<file path="config.mk">
export PLATFORM = sky130hd
export DESIGN_NAME = up_dn_sweep_ctrl_flat
export DESIGN_NICKNAME = d
export VERILOG_FILES = /design/src/rtl/up_dn_pkg.sv /design/src/rtl/up_dn_sweep_ctrl_if.sv /design/src/rtl/up_dn_dwell_timer.sv /design/src/rtl/up_dn_sweep_ctrl.sv /design/src/flat_wrapper.sv
export SDC_FILE = /design/constraint.sdc
export NUM_CORES = 1
export LEC_CHECK = 0
export CELL_PAD_IN_SITES_DETAIL_PLACEMENT = 0
export CELL_PAD_IN_SITES_GLOBAL_PLACEMENT = 1
export CORE_MARGIN = 2
export CORE_UTILIZATION = 40
export DETAILED_ROUTE_END_ITERATION = 8
export GPL_TIMING_DRIVEN = 1
export PLACE_DENSITY_LB_ADDON = 0.1
export SLEW_MARGIN = 40
export SYNTH_ARGS = -nofsm -noshare
export SYNTH_HDL_FRONTEND = slang
export SYNTH_SLANG_ARGS = --single-unit
</file>
<file path="constraint.sdc">
create_clock -name clk -period 5.4 [get_ports clk]
set_clock_uncertainty 0.15 [all_clocks]
set_input_delay 1.08 -clock clk [delete_from_list [all_inputs] [get_ports clk]]
set_output_delay 1.08 -clock clk [all_outputs]
set_load 0.05 [all_outputs]
</file>
<file path="src/rtl/up_dn_pkg.sv">
// Shared definitions for the up/down counter sweep sequencer:
// default widths and the sequencer state encoding.
package up_dn_pkg;

   localparam int WIDTH_DEF = 5;
   localparam int CYC_W_DEF = 4;

   typedef enum logic [2:0] {
      ST_IDLE    = 3'd0,
      ST_LOAD    = 3'd1,
      ST_UP      = 3'd2,
      ST_DWELL_T = 3'd3,
      ST_DOWN    = 3'd4,
      ST_DWELL_B = 3'd5,
      ST_FINISH  = 3'd6
   } state_t;

endpackage

</file>
<file path="src/rtl/up_dn_sweep_ctrl_if.sv">
// Host-side handshake and sweep configuration bundle for up_dn_sweep_ctrl.
// The master side is the host; the slave side is the sequencer.
interface up_dn_sweep_ctrl_if
   import up_dn_pkg::*;
#(
   parameter int WIDTH = WIDTH_DEF,
   parameter int CYC_W = CYC_W_DEF
);

   logic             start;
   logic             abort;
   logic [WIDTH-1:0] start_val;
   logic [WIDTH-1:0] top_val;
   logic [WIDTH-1:0] bot_val;
   logic [CYC_W-1:0] cycles;
   logic [CYC_W-1:0] dwell;
   logic             busy;
   logic             done;
   logic             err;
   logic [CYC_W-1:0] cycles_left;

   modport master (
      output start, abort, start_val, top_val, bot_val, cycles, dwell,
      input  busy, done, err, cycles_left
   );

   modport slave (
      input  start, abort, start_val, top_val, bot_val, cycles, dwell,
      output busy, done, err, cycles_left
   );

endinterface

</file>
<file path="src/rtl/up_dn_dwell_timer.sv">
// Loadable down-counter with a zero flag; shared by both turn-around dwell states.
module up_dn_dwell_timer
   import up_dn_pkg::*;
#(
   parameter int CYC_W = CYC_W_DEF
)(
   input  logic             clk,
   input  logic             rst_n,
   input  logic             load,
   input  logic             dec,
   input  logic [CYC_W-1:0] load_val,
   output logic             zero
);

   logic [CYC_W-1:0] count_r;

   // Dwell count: load wins over decrement, saturates at zero.
   always_ff @(posedge clk or negedge rst_n) begin
      if (!rst_n) begin
         count_r <= '0;
      end else if (load) begin
         count_r <= load_val;
      end else if (dec && (count_r != '0)) begin
         count_r <= count_r - CYC_W'(1);
      end else begin
         count_r <= count_r;
      end
   end

   assign zero = (count_r == '0);

endmodule

</file>
<file path="src/rtl/up_dn_sweep_ctrl.sv">
// Triangle-sweep sequencer driving one up/down counter: load, ramp to top,
// dwell, ramp to bottom, dwell, repeated N times; Start/Busy/Done/Err with Abort.
module up_dn_sweep_ctrl
   import up_dn_pkg::*;
#(
   parameter int WIDTH = WIDTH_DEF,
   parameter int CYC_W = CYC_W_DEF
)(
   input  logic              clk,
   input  logic              rst_n,
   up_dn_sweep_ctrl_if.slave host,
   input  logic [WIDTH-1:0]  cnt_value,
   input  logic              cnt_high,
   input  logic              cnt_low,
   output logic              cnt_up,
   output logic              cnt_down,
   output logic              cnt_load,
   output logic [WIDTH-1:0]  cnt_in
);

   state_t           state_r;
   state_t           state_nxt_s;
   logic [WIDTH-1:0] start_val_r;
   logic [WIDTH-1:0] top_r;
   logic [WIDTH-1:0] bot_r;
   logic [CYC_W-1:0] dwell_r;
   logic [CYC_W-1:0] cycles_left_r;
   logic             err_r;

   logic cfg_ok_s;
   logic latch_s;
   logic reject_s;
   logic dwell_load_s;
   logic dwell_dec_s;
   logic dwell_zero_s;
   logic left_dec_s;
   logic left_clr_s;
   logic up_s;
   logic down_s;
   logic load_s;

   assign cfg_ok_s = (host.cycles != '0)
                  && (host.bot_val <= host.start_val)
                  && (host.start_val <= host.top_val);

   up_dn_dwell_timer #(
      .CYC_W (CYC_W)
   ) u_dwell (
      .clk      (clk),
      .rst_n    (rst_n),
      .load     (dwell_load_s),
      .dec      (dwell_dec_s),
      .load_val (dwell_r),
      .zero     (dwell_zero_s)
   );

   // Next-state and command decode; abort overrides everything in busy states.
   always_comb begin
      state_nxt_s  = state_r;
      up_s         = 1'b0;
      down_s       = 1'b0;
      load_s       = 1'b0;
      latch_s      = 1'b0;
      reject_s     = 1'b0;
      dwell_load_s = 1'b0;
      dwell_dec_s  = 1'b0;
      left_dec_s   = 1'b0;
      left_clr_s   = 1'b0;

      if ((state_r != ST_IDLE) && host.abort) begin
         state_nxt_s = ST_IDLE;
         left_clr_s  = 1'b1;
      end else begin
         case (state_r)
            ST_IDLE: begin
               if (host.start && !host.abort) begin
                  if (cfg_ok_s) begin
                     latch_s     = 1'b1;
                     state_nxt_s = ST_LOAD;
                  end else begin
                     reject_s    = 1'b1;
                  end
               end else begin
                  state_nxt_s = ST_IDLE;
               end
            end
            ST_LOAD: begin
               load_s      = 1'b1;
               state_nxt_s = ST_UP;
            end
            ST_UP: begin
               if (cnt_value == top_r) begin
                  dwell_load_s = 1'b1;
                  state_nxt_s  = ST_DWELL_T;
               end else begin
                  up_s = ~cnt_high;
               end
            end
            ST_DWELL_T: begin
               if (dwell_zero_s) begin
                  state_nxt_s = ST_DOWN;
               end else begin
                  dwell_dec_s = 1'b1;
               end
            end
            ST_DOWN: begin
               if (cnt_value == bot_r) begin
                  if (cycles_left_r == CYC_W'(1)) begin
                     state_nxt_s = ST_FINISH;
                  end else begin
                     left_dec_s   = 1'b1;
                     dwell_load_s = 1'b1;
                     state_nxt_s  = ST_DWELL_B;
                  end
               end else begin
                  down_s = ~cnt_low;
               end
            end
            ST_DWELL_B: begin
               if (dwell_zero_s) begin
                  state_nxt_s = ST_UP;
               end else begin
                  dwell_dec_s = 1'b1;
               end
            end
            ST_FINISH: begin
               left_clr_s  = 1'b1;
               state_nxt_s = ST_IDLE;
            end
            default: begin
               left_clr_s  = 1'b1;
               state_nxt_s = ST_IDLE;
            end
         endcase
      end
   end

   // State register and reject pulse.
   always_ff @(posedge clk or negedge rst_n) begin
      if (!rst_n) begin
         state_r <= ST_IDLE;
         err_r   <= 1'b0;
      end else begin
         state_r <= state_nxt_s;
         err_r   <= reject_s;
      end
   end

   // Configuration snapshot taken at an accepted start; mid-sweep input changes are ignored.
   always_ff @(posedge clk or negedge rst_n) begin
      if (!rst_n) begin
         start_val_r <= '0;
         top_r       <= '0;
         bot_r       <= '0;
         dwell_r     <= '0;
      end else if (latch_s) begin
         start_val_r <= host.start_val;
         top_r       <= host.top_val;
         bot_r       <= host.bot_val;
         dwell_r     <= host.dwell;
      end else begin
         start_val_r <= start_val_r;
         top_r       <= top_r;
         bot_r       <= bot_r;
         dwell_r     <= dwell_r;
      end
   end

   // Remaining-cycle count, including the cycle in progress.
   always_ff @(posedge clk or negedge rst_n) begin
      if (!rst_n) begin
         cycles_left_r <= '0;
      end else if (latch_s) begin
         cycles_left_r <= host.cycles;
      end else if (left_clr_s) begin
         cycles_left_r <= '0;
      end else if (left_dec_s) begin
         cycles_left_r <= cycles_left_r - CYC_W'(1);
      end else begin
         cycles_left_r <= cycles_left_r;
      end
   end

   assign cnt_up           = up_s;
   assign cnt_down         = down_s;
   assign cnt_load         = load_s;
   assign cnt_in           = (state_r == ST_LOAD) ? start_val_r : '0;
   assign host.busy        = (state_r != ST_IDLE);
   assign host.done        = (state_r == ST_FINISH) && !host.abort;
   assign host.err         = err_r;
   assign host.cycles_left = cycles_left_r;

endmodule

</file>
<file path="src/flat_wrapper.sv">
// flat-port wrapper written by rule: the top's interface ports become plain ports
module up_dn_sweep_ctrl_flat import up_dn_pkg::*;
#(
   parameter int WIDTH = WIDTH_DEF,
   parameter int CYC_W = CYC_W_DEF
)
  (clk, rst_n, cnt_value, cnt_high, cnt_low, cnt_up, cnt_down, cnt_load, cnt_in, host_start, host_abort, host_start_val, host_top_val, host_bot_val, host_cycles, host_dwell, host_busy, host_done, host_err, host_cycles_left);
  up_dn_sweep_ctrl_if #(.WIDTH(WIDTH), .CYC_W(CYC_W)) host_i ();
  input  logic clk;
  input  logic rst_n;
  input  logic [WIDTH-1:0] cnt_value;
  input  logic cnt_high;
  input  logic cnt_low;
  output logic cnt_up;
  output logic cnt_down;
  output logic cnt_load;
  output logic [WIDTH-1:0] cnt_in;
  input wire logic [$bits(host_i.start)-1:0] host_start;
  input wire logic [$bits(host_i.abort)-1:0] host_abort;
  input wire logic [$bits(host_i.start_val)-1:0] host_start_val;
  input wire logic [$bits(host_i.top_val)-1:0] host_top_val;
  input wire logic [$bits(host_i.bot_val)-1:0] host_bot_val;
  input wire logic [$bits(host_i.cycles)-1:0] host_cycles;
  input wire logic [$bits(host_i.dwell)-1:0] host_dwell;
  output wire logic [$bits(host_i.busy)-1:0] host_busy;
  output wire logic [$bits(host_i.done)-1:0] host_done;
  output wire logic [$bits(host_i.err)-1:0] host_err;
  output wire logic [$bits(host_i.cycles_left)-1:0] host_cycles_left;
  assign host_i.start = host_start;
  assign host_i.abort = host_abort;
  assign host_i.start_val = host_start_val;
  assign host_i.top_val = host_top_val;
  assign host_i.bot_val = host_bot_val;
  assign host_i.cycles = host_cycles;
  assign host_i.dwell = host_dwell;
  assign host_busy = host_i.busy;
  assign host_done = host_i.done;
  assign host_err = host_i.err;
  assign host_cycles_left = host_i.cycles_left;
  up_dn_sweep_ctrl #(.WIDTH(WIDTH), .CYC_W(CYC_W)) u_core (.clk(clk), .rst_n(rst_n), .host(host_i), .cnt_value(cnt_value), .cnt_high(cnt_high), .cnt_low(cnt_low), .cnt_up(cnt_up), .cnt_down(cnt_down), .cnt_load(cnt_load), .cnt_in(cnt_in));
endmodule
</file>
# == After elaboration in Yosys (flattened, before gate mapping) ==
# Cells that the tools add are included.
# Widths: inputs -> output; s select.
# classes
n_bitwise,2
n_eq_ne,14
muxes,43
n_addsub,2
magnitude_cmp,2
n_reduce_logical,17
# ops
operator,count
$mux 1,27
$mux 3,7
$mux 4,5
$pmux 3 s6,1
$ne 3x1->1 const B,4
$eq 5x5->1,2
$le 5x5->1,2
$eq 3x3->1 const B,3
$reduce_bool 4->1,2
$sub 4x1->4 const B,2
$eq 3x2->1 const B,2
$logic_and 1x1->1,6
$reduce_bool 3->1,2
$reduce_or 6->1,1
$mux 5,1
$reduce_and 5->1,1
$eq 4x1->1 const B,1
$logic_not 4->1,1
$ne 4x2->1 const B,1
$eq 3x1->1 const B,1
$logic_not 3->1,1
$mux 2,1
$not 1->1,2
$pmux 1 s2,1
3 further kinds,3
# word_totals
reg_bits,31
inputBits,34
wordCells,88

# == Depth between registers and ports, before layout ==
# Gate-level depths: netlist of run 1.
# depth
ltp_word,8
mapped_depth,9
ltp_nobuf,7

# == Hierarchy ==
# A second synthesis of run 1 with hierarchy kept.
# unflattened
cells_unflattened,206
area_unflattened_um2,1998.2
# by_module_without_submodules
module,instances,cells_per_inst,seq_area_each_um2,area_per_inst_um2
up_dn_sweep_ctrl,1,179,675.6,1727.9
up_dn_dwell_timer,1,27,100.1,270.3

# == Worst setup path before layout of run 1 ==
# OpenSTA, ideal clock, no wires.
# synth_path
path_kind,input to output
from,input port host_abort
to,output port cnt_load
t_arrival_ns,2.579
path_stages,1
path_slack_ns,1.591
cell_sequence,nor4_1
# synth_via
elab_chain_len,2
# synth_rtl
element,line_no,text
from (decl),flat_wrapper.sv:19,input wire logic [$bits(host_i.abort)-1:0] host_abort;
$logic_and 1x1->1,up_dn_sweep_ctrl.sv:70,if ((state_r != ST_IDLE) && host.abort) begin
$mux 1,up_dn_sweep_ctrl.sv:70,
to (decl),flat_wrapper.sv:16,output logic cnt_load;
# Every way passes these cells.

# == Worst setup path after layout of run 1 ==
# layout_path
from,input port host_abort
to,output port cnt_up
# layout_via
elab_chain_len,2
# layout_rtl
element,line_no,text
$logic_and 1x1->1,up_dn_sweep_ctrl.sv:70,
$mux 1,up_dn_sweep_ctrl.sv:70,
to (decl),flat_wrapper.sv:14,output logic cnt_up;
# Every way passes these cells.

==> run summary, run 1 <==
GLOBAL ROUTE
--------------------------------------------------------------------------------------
Total congestion overflow after global routing                                       0
Global-route wire length before repair                                         7.65 mm
Vias in the first global route                                                   1,574
Met3 Use GR                                                                      3.55%
Largest net degree at the start of global routing                                   32
Busiest metal layer after global routing                                          met2
Met1 usage in global routing                                                     22.4%
Number of antenna violations at the first check in global routing                    0
Global routing met2 resource utilization                                         26.5%
GRT Resource Usage Total                                                         16.5%

FINISH
--------------------------------------------------------------------------------------
Share of final-layout standard cells stronger than drive strength 1              17.5%
Final Instance Area                                                       0.00270 sq mm
Area Growth Syn to Fin                                                           29.1%
Filler cells                                                                       487
Cell Count, Final, Fillers Out                                                     316
Final-stage net count                                                              293
Count of inserted antenna diode cells                                                0

LOGIC SYNTHESIS
--------------------------------------------------------------------------------------
Fraction of the yosys area taken by sequential cells                             37.1%
Number of synthesized flops with an enable pin                                       0
Synth top area share                                                             37.1%
Net count after synthesis                                                          243
Warning count from the yosys run                                                     0
Async set-reset flop share out of synthesis                                       100%
Average cell area after synthesis                                           10.7 sq um
Yosys reg bits                                                                      31
Mapped cell area                                                          0.00209 sq mm
Post-synth top area cell                                                       dfrtp_1
Commonest cells post-synth                                                dfrtp_1 (31), inv_1 (20), mux2_4 (16)
Largest cells by area after synthesis                                     dfrtp_1 (37%), mux2_4 (11%), ha_1 (7.8%)
Predominant post-synthesis flop cell                                           dfrtp_1
Most repeated cell in the gate-level netlist after synthesis                   dfrtp_1
Library cells used by synthesis                                                     46
Number of standard cells after synthesis                                           196

CTS
--------------------------------------------------------------------------------------
Number of hold buffers added after cts                                               0
TritonCTS clock tree                                                             built
Clock slew at the register clock pins of the worst setup and hold paths        0.06 ns
Post-CTS Setup Inserts                                                               0
H-tree depth                                                                         2
Clock sink total                                                                    31
Root buffer cell                                                              clkbuf_8
Latest clock arrival within the worst-skew pair                                0.28 ns
Number of buffers inserted during clock tree synthesis                               5
Buffer depth of the longest clock path                                               2
Quantity of gates resized following cts                                              0

PLACE
--------------------------------------------------------------------------------------
Placement Cell Area                                                       0.00261 sq mm
Cell count after placement                                                         309
HPWL Detailed                                                                  3.49 mm
Routability congestion estimate from global placement                            0.784
Port Buf Inserts                                                                    48
Post-Place Setup Slack                                                         1.17 ns

POWER
--------------------------------------------------------------------------------------
Net switching power of the design                                               443 uW
Net switching share of the total power                                           38.6%
Internal power summed over all cells                                            705 uW
Combinational share of power                                                     46.4%
Peak VDD IR                                                                 0.000229 V
Share of power burned in the clock network                                       15.7%
Seq pwr share                                                                    37.9%
Sum of internal, switching and leakage power                                   1.15 mW
Pleak                                                                          1.16 nW
Pwr dens                                                                   425 mW/mm^2

DETAILED ROUTING
--------------------------------------------------------------------------------------
Final ANT Viol Nets                                                                  0
Number of detailed-routing iterations run before antenna repair                      4
DRC violation total after the first TritonRoute iteration                           86
Wire length per cell after detailed routing                               14.1 microns
Vias after detailed routing                                                      1,575
Number of DRC violations after detailed routing                                      0
WL final                                                                       4.45 mm
Average via count per standard cell                                               4.98

TIMING
--------------------------------------------------------------------------------------
Setup TNS after final layout                                                      0 ns
Max-slew headroom                                                                57.3%
Period minus WS final                                                          4.26 ns
Actual slew at the worst max-slew pin                                         0.636 ns
Setup-violating endpoint count in the final report                                   0
Top achievable clock speed                                                   0.235 GHz
Unrepaired setup endpoints after global routing                                     no
Final period util                                                                78.8%
Number of max-slew violations in the final report                                    0
Final setup slack of the worst path                                            1.14 ns
Final hold violation count                                                           0

WORST HOLD PATH
--------------------------------------------------------------------------------------
Origin of the worst min-delay path                                        u_core.start_val_r[2]
Worst hold path type                                                           reg2reg
Min-Delay Path Depth                                                                 1
Worst hold path endpoint                                                  u_core.start_val_r[2]

RUN STATUS
--------------------------------------------------------------------------------------
Run status                                                                complete, no violations

DIE
--------------------------------------------------------------------------------------
Die footprint                                                             0.00582 sq mm
Die width                                                                 76.3 microns
Core ar.                                                                  0.00507 sq mm
Chip Height                                                               76.3 microns
Number of primary I/O pins                                                          49
Effective utilization at floorplan                                               41.2%
Site row count                                                                      26

SETUP PATH
--------------------------------------------------------------------------------------
Launching point of the worst reg2reg path                                 u_core.state_r[2]
Endpoint of the lowest-slack register-to-register path                    u_core.start_val_r[2]
Worst EP required                                                              4.17 ns
Max Fanout on Critical Path                                                          6
Worst Path Arrival                                                             3.03 ns
Largest incremental delay on the critical path                                 0.81 ns
Worst-case reg-to-reg path depth                                                     6
Reg2reg setup slack                                                            2.95 ns
Worst Path Buf+Inv                                                                   2
Endpoint class of the critical path                                        output port
Path length in cells of the critical path                                            5
Cells traversed along the worst timing path                               clkdlybuf4s50_1 -> nor2_1 -> o2111ai_1 -> nor2_1 -> clkdlybuf4s50_1
Path type of the worst setup path                                               in2out
Delay-heaviest family, CP                                                 buffers and inverters
Cell with the largest stage delay on the worst path                       clkdlybuf4s50_1
CP startpoint kind                                                           input pin

FLOW RUN
--------------------------------------------------------------------------------------
MaxCap Viol Count                                                                    0

-- cell families (layout without fill, tap and decap cells) --
logic type | count (synthesis) | count (layout) | synth area share, %
AOI/OAI and AO/OA | 37 | 37 | 13.4
xor gates and xnor gates | 14 | 14 | 5.86
adders and majority gates | 13 | 13 | 7.78
buffers and inverters | 28 | 78 | 7.06
DFF | 31 | 31 | 37.1
muxes | 21 | 21 | 14.2
and+or+nand+nor | 52 | 52 | 14.7
-- cell usage in the layout (no fill, tap or decap), types with 3 or more instances in the layout --
cell,netlist,layout
a21oi_1,6,6
a31o_2,4,4
and2_1,5,5
and3_1,3,3
clkbuf_8,0,6
clkdlybuf4s50_1,0,48
dfrtp_1,31,31
ha_1,13,13
inv_1,20,20
mux2_2,5,5
mux2_4,16,16
nand2_1,6,6
nand3_1,6,6
nand4_1,8,8
nor2_1,8,8
nor4_1,3,3
o21ai_0,7,7
o31ai_1,5,5
xnor2_1,13,13
-- power groups by stage --
stage               Combinational (mW)  Clock (mW)  Sequential, mW
finish                           0.533       0.181           0.435
global route                     0.586       0.196           0.451
detailed placement               0.535           0           0.437
floorplan                        0.407           0           0.419
global placement                 0.534           0           0.437
CTS                              0.537       0.189           0.433
-- registers in the layout, indices dropped and copies added (netlist names) --
signal / count
u_core.top_r: 5
u_core.u_dwell.count_r: 4
u_core.bot_r: 5
u_core.dwell_r: 4
u_core.start_val_r: 5
u_core.state_r: 3
u_core.host.cycles_left: 4
u_core.host.err: 1
-- worst register-to-register path, cell delays in order, from the launching register on --
cell,delay (ns)
dfrtp_1,0.52
nor2_1,0.26
nand3_1,0.14
nor2_1,0.25
and3_1,0.29
buf_4,0.36
mux2_2,0.38
-- area by class of cell --
class / count / area [sq um] / area share, %
clock buffer: 6 / 82.6 / 3.06
inverter: 21 / 78.8 / 2.92
tap: 70 / 87.6 / 3.24
timing repair buffer: 50 / 495 / 18.4
clock inverter: 1 / 5.00 / 0.185
sequential: 31 / 776 / 28.7
multi-input combinational: 137 / 1170 / 43.5
-- stage by stage --
stage / util (%) / hold slack, ns
detailed placement: 51.4 / 0.335
global placement: 51.4 / 0.334
finish: 53.2 / 0.350
global route: 53.2 / 0.364
floorplan: - / 0.322
CTS: 53.1 / 0.354
-- metal layers --
metal / part of all wire (%) / vias to the layer above
li1: - / 811
met1: 49 / 721
met2: 45 / 39
met3: 4.9 / 4
met4: 1.0 / 0
met5: 0 / -
-- worst max path at each step --
stage | from | to | slack [ns]
3_5_place_dp | host_abort | cnt_up | 1.17
5_1_grt | cnt_value[3] | cnt_up | 1.03
3_3_place_gp | host_abort | cnt_up | 1.15
4_1_cts | host_abort | cnt_up | 1.16
6_report | host_abort | cnt_up | 1.14
2_1_floorplan | host_abort | cnt_load | 1.59
No activity file was read; power rests on OpenSTA's default activity.
==> run 2: changes to the inputs <==
--- a/config.mk
+++ b/config.mk
@@ -8,7 +8,7 @@
 export CELL_PAD_IN_SITES_DETAIL_PLACEMENT = 0
 export CELL_PAD_IN_SITES_GLOBAL_PLACEMENT = 1
 export CORE_MARGIN = 2
-export CORE_UTILIZATION = 40
+export CORE_UTILIZATION = 35
 export DETAILED_ROUTE_END_ITERATION = 8
 export GPL_TIMING_DRIVEN = 1
 export PLACE_DENSITY_LB_ADDON = 0.1
==> constraint.sdc (replaced) <==
create_clock -name clk -period 3.5 [get_ports clk]
set_clock_uncertainty 0.15 [all_clocks]
set_input_delay 0.7 -clock clk [delete_from_list [all_inputs] [get_ports clk]]
set_output_delay 0.7 -clock clk [all_outputs]
set_load 0.05 [all_outputs]
==> run 2 against run 1 <==
Net effect: worst setup slack got worse by 0.67 ns; global-route usage decreased by 0.87 points; count of clock-buffer cells in the layout unchanged; clock power increased by 100%; sequential share of layout area decreased by 0.65 points; critical endpoint unchanged; first-iteration DRC count decreased by 29%; core utilization decreased by 6.0 points; register-to-register slack got worse by 1.7 ns; flip-flop and latch count unchanged; critical path type unchanged; critical path depth increased by 1.
==> run summary, run 2 (synthesis results as in run 1) <==
DIE
--------------------------------------------------------------------------------------
Core ar.                                                                  0.00585 sq mm   was 0.00507 sq mm
Number of primary I/O pins                                                          49   unchanged
Site row count                                                                      28   was 26
Die footprint                                                             0.00661 sq mm   was 0.00582 sq mm
Chip Height                                                               81.3 microns   was 76.3 microns
Effective utilization at floorplan                                               35.8%   was 41.2%
Die width                                                                 81.3 microns   was 76.3 microns

POWER
--------------------------------------------------------------------------------------
Pleak                                                                          1.21 nW   was 1.16 nW
Pwr dens                                                                   680 mW/mm^2   was 425 mW/mm^2
Peak VDD IR                                                                 0.000303 V   was 0.000229 V

DETAILED ROUTING
--------------------------------------------------------------------------------------
Wire length on met1                                                            2.29 mm   was 2.17 mm
Number of detailed-routing iterations run before antenna repair                      4   unchanged
Final ANT Viol Nets                                                                  0   unchanged
DR WL met3                                                                 199 microns   was 216 microns
Uppermost layer routed                                                            met4   unchanged
Number of DRC violations after detailed routing                                      0   unchanged
Average via count per standard cell                                               5.04   was 4.98
DRC violation total after the first TritonRoute iteration                           61   was 86
Wire length per cell after detailed routing                               14.8 microns   was 14.1 microns
Vias after detailed routing                                                      1,642   was 1,575
WL final                                                                       4.82 mm   was 4.45 mm
Met2 wire length                                                               2.28 mm   was 2.02 mm

FINISH
--------------------------------------------------------------------------------------
Final Instance Area                                                       0.00276 sq mm   was 0.00270 sq mm
Leading cell type in the layout, fill and taps excluded                   clkdlybuf4s50_1   unchanged
Final-stage net count                                                              297   was 293
Count of inserted antenna diode cells                                                0   unchanged
Area Growth Syn to Fin                                                           32.1%   was 29.1%
Biggest registers after layout                                            u_core.bot_r: 5 flops, u_core.start_val_r: 5 flops, u_core.top_r: 5 flops   unchanged
Most used cells in the layout excluding fill and tap cells                clkdlybuf4s50_1 (39), dfrtp_1 (31), inv_1 (20)   was clkdlybuf4s50_1 (48), dfrtp_1 (31), inv_1 (20)
Finished Core Util                                                               47.2%   was 53.2%
Share of final-layout standard cells stronger than drive strength 1              22.3%   was 17.5%
Filler cells                                                                       566   was 487

TIMING
--------------------------------------------------------------------------------------
Final period util                                                                86.5%
Number of max-slew violations in the final report                                    0   unchanged
Setup-violating endpoint count in the final report                                   0   unchanged
Period minus WS final                                                          3.03 ns
Setup TNS after final layout                                                      0 ns   unchanged
Actual slew at the worst max-slew pin                                         0.574 ns   was 0.636 ns
Final hold violation count                                                           0   unchanged
Max-slew headroom                                                                61.7%   was 57.3%
Top achievable clock speed                                                   0.330 GHz
Unrepaired setup endpoints after global routing                                     no   unchanged

CTS
--------------------------------------------------------------------------------------
Clock slew at the register clock pins of the worst setup and hold paths        0.07 ns   was 0.06 ns
Latest clock arrival within the worst-skew pair                                0.28 ns   about the same
Number of hold buffers added after cts                                               0   unchanged
H-tree depth                                                                         2   unchanged
Number of buffers inserted during clock tree synthesis                               5   unchanged
Buffer depth of the longest clock path                                               2   unchanged
Quantity of gates resized following cts                                              0   unchanged
Post-CTS Setup Inserts                                                               0   unchanged
Root buffer cell                                                              clkbuf_8   unchanged
TritonCTS clock tree                                                             built   unchanged
Clock sink total                                                                    31   unchanged

GLOBAL ROUTE
--------------------------------------------------------------------------------------
Number of antenna violations at the first check in global routing                    0   unchanged
Global-route wire length before repair                                         7.69 mm   was 7.65 mm
Total congestion overflow after global routing                                       0   unchanged
Vias in the first global route                                                   1,568   was 1,574
Largest net degree at the start of global routing                                   32   unchanged
GRT Resource Usage Total                                                         15.6%   was 16.5%

WORST HOLD PATH
--------------------------------------------------------------------------------------
Worst hold path type                                                           reg2reg   unchanged
Origin of the worst min-delay path                                        u_core.start_val_r[0]   was u_core.start_val_r[2]
Worst hold path endpoint                                                  u_core.start_val_r[0]   was u_core.start_val_r[2]
Min-Delay Path Depth                                                                 1   unchanged

SETUP PATH
--------------------------------------------------------------------------------------
Worst EP required                                                              2.65 ns   was 4.17 ns
Launching point of the worst reg2reg path                                 u_core.state_r[2]   unchanged
Worst Path Arrival                                                             2.18 ns   was 3.03 ns
Endpoint class of the critical path                                        output port   unchanged
Crit path launch                                                          cnt_value[1]   was host_abort
CP startpoint kind                                                           input pin   unchanged
Endpoint of the lowest-slack register-to-register path                    u_core.start_val_r[2]   unchanged
Worst-case reg-to-reg path depth                                                     6   unchanged
Reg2reg setup slack                                                            1.22 ns   was 2.95 ns
Max Fanout on Critical Path                                                          3   was 6
Path type of the worst setup path                                               in2out   unchanged

FLOW RUN
--------------------------------------------------------------------------------------
MaxCap Viol Count                                                                    0   unchanged

PLACE
--------------------------------------------------------------------------------------
Placement Cell Area                                                       0.00265 sq mm   was 0.00261 sq mm
Routability congestion estimate from global placement                            0.805   was 0.784
Port Buf Inserts                                                                    48   unchanged
HPWL Detailed                                                                  3.77 mm   was 3.49 mm

RUN STATUS
--------------------------------------------------------------------------------------
Run status                                                                complete, no violations   unchanged

run 2: cell types whose count changed in the layout (fill, tap and decap cells not counted), sizes merged:
cell and change:
bufinv +1, clkdlybuf4s50 -9, buf +13
run 2: area by class of cell:
class,instances,area (sq um),share of cell area (%)
sequential,31,776,28.1
tap,75,93.8,3.40
clock buffer,6,82.6,2.99
inverter,21,78.8,2.85
clock inverter,2,35.0,1.27
multi-input combinational,137,1170,42.3
timing repair buffer,54,528,19.1
run 2: how the worst max path moves through the flow:
stage | depth (start not counted) | endpoint
finish | 6 | cnt_up
global route | 6 | cnt_up
CTS | 6 | cnt_up
detailed placement | 9 | u_core.start_val_r[2]
global placement | 9 | u_core.start_val_r[2]
floorplan | 1 | cnt_load
run 2: power breakdown:
| group | total (mW) | internal (mW) | switching [mW] |
|---|---|---|---|
| Combinational | 0.835 | 0.429 | 0.405 |
| Clock | 0.368 | 0.230 | 0.138 |
| Sequential | 0.675 | 0.514 | 0.162 |
| Total | 1.88 | 1.17 | 0.704 |
run 2: metal layers:
| layer | up-vias | global-route usage (%) |
|---|---|---|
| met2 | 37 | 25.2 |
| met3 | 4 | 3.56 |
| li1 | 820 | - |
| met5 | - | 0 |
| met4 | 0 | 4.58 |
| met1 | 781 | 20.8 |
run 2: critical path, cell delays in order:
cell	delay, ns
clkdlybuf4s50_1	0.54
xnor2_1	0.15
nand3_1	0.14
o2111ai_1	0.36
nor2_1	0.12
buf_12	0.17
run 2: stage by stage:
step	hold WS, ns	std cells	setup WS (ns)	total power [mW]
floorplan	0.254	196	0.451	1.27
global placement	0.340	318	0.355	1.52
detailed placement	0.341	318	0.321	1.52
CTS	0.360	326	0.442	1.90
global route	0.375	326	0.360	2.01
finish	0.353	326	0.472	1.88
==> run 3: changes to the inputs <==
--- a/config.mk
+++ b/config.mk
@@ -11,7 +11,8 @@
 export CORE_UTILIZATION = 35
 export DETAILED_ROUTE_END_ITERATION = 8
 export GPL_TIMING_DRIVEN = 1
-export PLACE_DENSITY_LB_ADDON = 0.1
+export PLACE_DENSITY = 0.78
+export RECOVER_POWER = 50
 export SLEW_MARGIN = 40
 export SYNTH_ARGS = -nofsm -noshare
 export SYNTH_HDL_FRONTEND = slang
==> constraint.sdc (replaced) <==
create_clock -name clk -period 3.5 [get_ports clk]
set_clock_uncertainty 0.15 [all_clocks]
set_input_delay 0.7 -clock clk [delete_from_list [all_inputs] [get_ports clk]]
set_output_delay 0.7 -clock clk [all_outputs]
set_load 0.02 [all_outputs]
==> run 3 against run 2 <==
Net effect: clock power down 27%; count of clock-buffer cells in the layout is 1 lower; critical endpoint unchanged; hold slack got worse by 0.0021 ns; the run now ends with max-capacitance violations, max-slew violations left.
==> run summary, run 3 (synthesis results as in run 1) <==
SETUP PATH
--------------------------------------------------------------------------------------
Largest incremental delay on the critical path                                 0.62 ns   was 0.54 ns
CP startpoint kind                                                           input pin   unchanged
Launching point of the worst reg2reg path                                 u_core.state_r[2]   unchanged
Endpoint class of the critical path                                        output port   unchanged
Path type of the worst setup path                                               in2out   unchanged
Cells traversed along the worst timing path                               dlygate4sd3_1 -> nor2_1 -> o2111ai_1 -> nor2_1 -> clkdlybuf4s50_1   was clkdlybuf4s50_1 -> xnor2_1 -> nand3_1 -> o2111ai_1 -> nor2_1 -> buf_12
Worst EP required                                                              2.65 ns   about the same
Most numerous cell on the critical path                                         nor2_1
Reg2reg setup slack                                                            1.22 ns   about the same
Worst Path Arrival                                                             2.50 ns   was 2.18 ns
Endpoint of the lowest-slack register-to-register path                    u_core.top_r[3]   was u_core.start_val_r[2]
Worst-case reg-to-reg path depth                                                     6   unchanged
Max Fanout on Critical Path                                                          6   was 3
Cell with the largest stage delay on the worst path                       dlygate4sd3_1   was clkdlybuf4s50_1

TIMING
--------------------------------------------------------------------------------------
Unrepaired setup endpoints after global routing                                     no   unchanged
Period minus WS final                                                          3.35 ns   was 3.03 ns
Actual slew at the worst max-slew pin                                          1.69 ns   was 0.574 ns
Setup-violating endpoint count in the final report                                   0   unchanged
Final hold violation count                                                           0   unchanged
Final setup slack of the worst path                                           0.149 ns   was 0.472 ns
Setup TNS after final layout                                                      0 ns   unchanged
Max-slew headroom                                                               -13.0%   was 61.7%
Final period util                                                                95.7%   was 86.5%
Number of max-slew violations in the final report                                   32   was 0
Top achievable clock speed                                                   0.298 GHz   was 0.330 GHz

CTS
--------------------------------------------------------------------------------------
Latest clock arrival within the worst-skew pair                                0.28 ns   about the same
Root buffer cell                                                              clkbuf_8   unchanged
TritonCTS clock tree                                                             built   unchanged
Number of buffers inserted during clock tree synthesis                               5   unchanged
Clock sink total                                                                    31   unchanged
Number of hold buffers added after cts                                               0   unchanged
Buffer depth of the longest clock path                                               2   unchanged
H-tree depth                                                                         2   unchanged
Post-CTS Setup Inserts                                                               0   unchanged
Quantity of gates resized following cts                                              0   unchanged
Clock slew at the register clock pins of the worst setup and hold paths        0.07 ns   about the same

DIE
--------------------------------------------------------------------------------------
Die width                                                                 81.3 microns   unchanged
Die footprint                                                             0.00661 sq mm   unchanged
Site row count                                                                      28   unchanged
Core ar.                                                                  0.00585 sq mm   unchanged
Chip Height                                                               81.3 microns   unchanged
Number of primary I/O pins                                                          49   unchanged
Effective utilization at floorplan                                               35.8%   unchanged

DETAILED ROUTING
--------------------------------------------------------------------------------------
WL final                                                                       4.59 mm   was 4.82 mm
DRC violation total after the first TritonRoute iteration                           61   unchanged
Wire length per cell after detailed routing                               14.0 microns   was 14.8 microns
Number of DRC violations after detailed routing                                      0   unchanged
Number of detailed-routing iterations run before antenna repair                      4   unchanged
Final ANT Viol Nets                                                                  0   unchanged
Average via count per standard cell                                               4.95   was 5.04
Vias after detailed routing                                                      1,620   was 1,642

WORST HOLD PATH
--------------------------------------------------------------------------------------
Origin of the worst min-delay path                                        u_core.start_val_r[1]   was u_core.start_val_r[0]
Worst hold path type                                                           reg2reg   unchanged
Worst hold path endpoint                                                  u_core.start_val_r[1]   was u_core.start_val_r[0]
Min-Delay Path Depth                                                                 1   unchanged

FINISH
--------------------------------------------------------------------------------------
Count of inserted antenna diode cells                                                0   unchanged
Final-stage net count                                                              298   was 297
Storage cell area                                                            776 sq um   unchanged
Leading cell type in the layout, fill and taps excluded                   clkdlybuf4s50_1   unchanged
Finished Core Util                                                               46.8%   was 47.2%
Filler cells                                                                       558   was 566
Biggest registers after layout                                            u_core.bot_r: 5 flops, u_core.start_val_r: 5 flops, u_core.top_r: 5 flops   unchanged
Most used cells in the layout excluding fill and tap cells                clkdlybuf4s50_1 (41), dfrtp_1 (31), inv_1 (20)   was clkdlybuf4s50_1 (39), dfrtp_1 (31), inv_1 (20)
Share of final-layout standard cells stronger than drive strength 1              18.3%   was 22.3%
Area Growth Syn to Fin                                                           30.9%   was 32.1%
Final Instance Area                                                       0.00274 sq mm   was 0.00276 sq mm
Multi-input gate area in the final layout                                 0.00117 sq mm   unchanged

FLOW RUN
--------------------------------------------------------------------------------------
MaxCap Viol Count                                                                    1   was 0

POWER
--------------------------------------------------------------------------------------
Pleak                                                                          1.20 nW   was 1.21 nW
Pwr dens                                                                   617 mW/mm^2   was 680 mW/mm^2
Seq pwr share                                                                    39.6%   was 36.0%
Combinational share of power                                                     44.6%   was 44.4%
Share of power burned in the clock network                                       15.9%   was 19.6%
Net switching power of the design                                               610 uW   was 704 uW
Net switching share of the total power                                           36.1%   was 37.5%
Internal power summed over all cells                                           1.08 mW   was 1.17 mW
Peak VDD IR                                                                 0.000246 V   was 0.000303 V

PLACE
--------------------------------------------------------------------------------------
Placement Cell Area                                                       0.00266 sq mm   was 0.00265 sq mm
HPWL Detailed                                                                  3.72 mm   was 3.77 mm
Routability congestion estimate from global placement                            0.892   was 0.805
Port Buf Inserts                                                                    48   unchanged
Post-Place Setup Slack                                                        0.163 ns   was 0.321 ns

GLOBAL ROUTE
--------------------------------------------------------------------------------------
GRT Resource Usage Total                                                         15.5%   was 15.6%
Largest net degree at the start of global routing                                   32   unchanged
Total congestion overflow after global routing                                       0   unchanged
Global-route wire length before repair                                         7.75 mm   was 7.69 mm
Vias in the first global route                                                   1,612   was 1,568
Number of antenna violations at the first check in global routing                    0   unchanged

RUN STATUS
--------------------------------------------------------------------------------------
Violated checks                                                           max-capacitance violations, max-slew violations
Run status                                                                finished with violations   was complete, no violations

run 3: worst max-delay path by stage:
stage,startpoint,slack (ns),to
floorplan,host_start_val[3],0.90,u_core.bot_r[0]
global placement,cnt_value[1],0.18,cnt_up
detailed placement,cnt_value[3],0.16,cnt_down
CTS,cnt_value[3],0.16,cnt_down
global route,cnt_value[3],0.01,cnt_down
finish,host_abort,0.15,cnt_up
run 3: power groups by stage:
stage	sequential [mW]	clock (mW)	combinational, mW
6_report	0.668	0.268	0.753
5_1_grt	0.694	0.296	0.834
4_1_cts	0.671	0.278	0.769
3_5_place_dp	0.675	0	0.767
3_3_place_gp	0.672	0	0.753
2_1_floorplan	0.621	0	0.571
run 3: layer usage:
metal	share of wire, %	GRT usage, %	vias to the layer above
met5	0	0	-
met4	0.63	4.58	0
met3	3.6	2.78	2
met2	48	24.6	33
met1	48	21.4	762
li1	-	-	823
run 3: stage by stage:
stage / cells / power, mW / hold slack, ns
floorplan: 196 / 1.19 / 0.254
global placement: 319 / 1.43 / 0.332
detailed placement: 319 / 1.44 / 0.339
CTS: 327 / 1.72 / 0.358
global route: 327 / 1.82 / 0.371
finish: 327 / 1.69 / 0.351
run 3: critical path: cells and delay by family:
family / cells / cell delay (ns)
compound gates: 1 / 0.21
buf+inv: 2 / 1.23
simple gates: 2 / 0.35
run 3: final cells by class:
class                           instances  share of cell area [%]
Clock inverter                          3                   0.548
Multi-Input combinational cell        137                    42.7
Timing Repair Buffer                   55                    19.6
Inverter                               21                    2.88
Sequential cell                        31                    28.3
Clock buffer                            5                    2.51
Tap cell                               75                    3.43
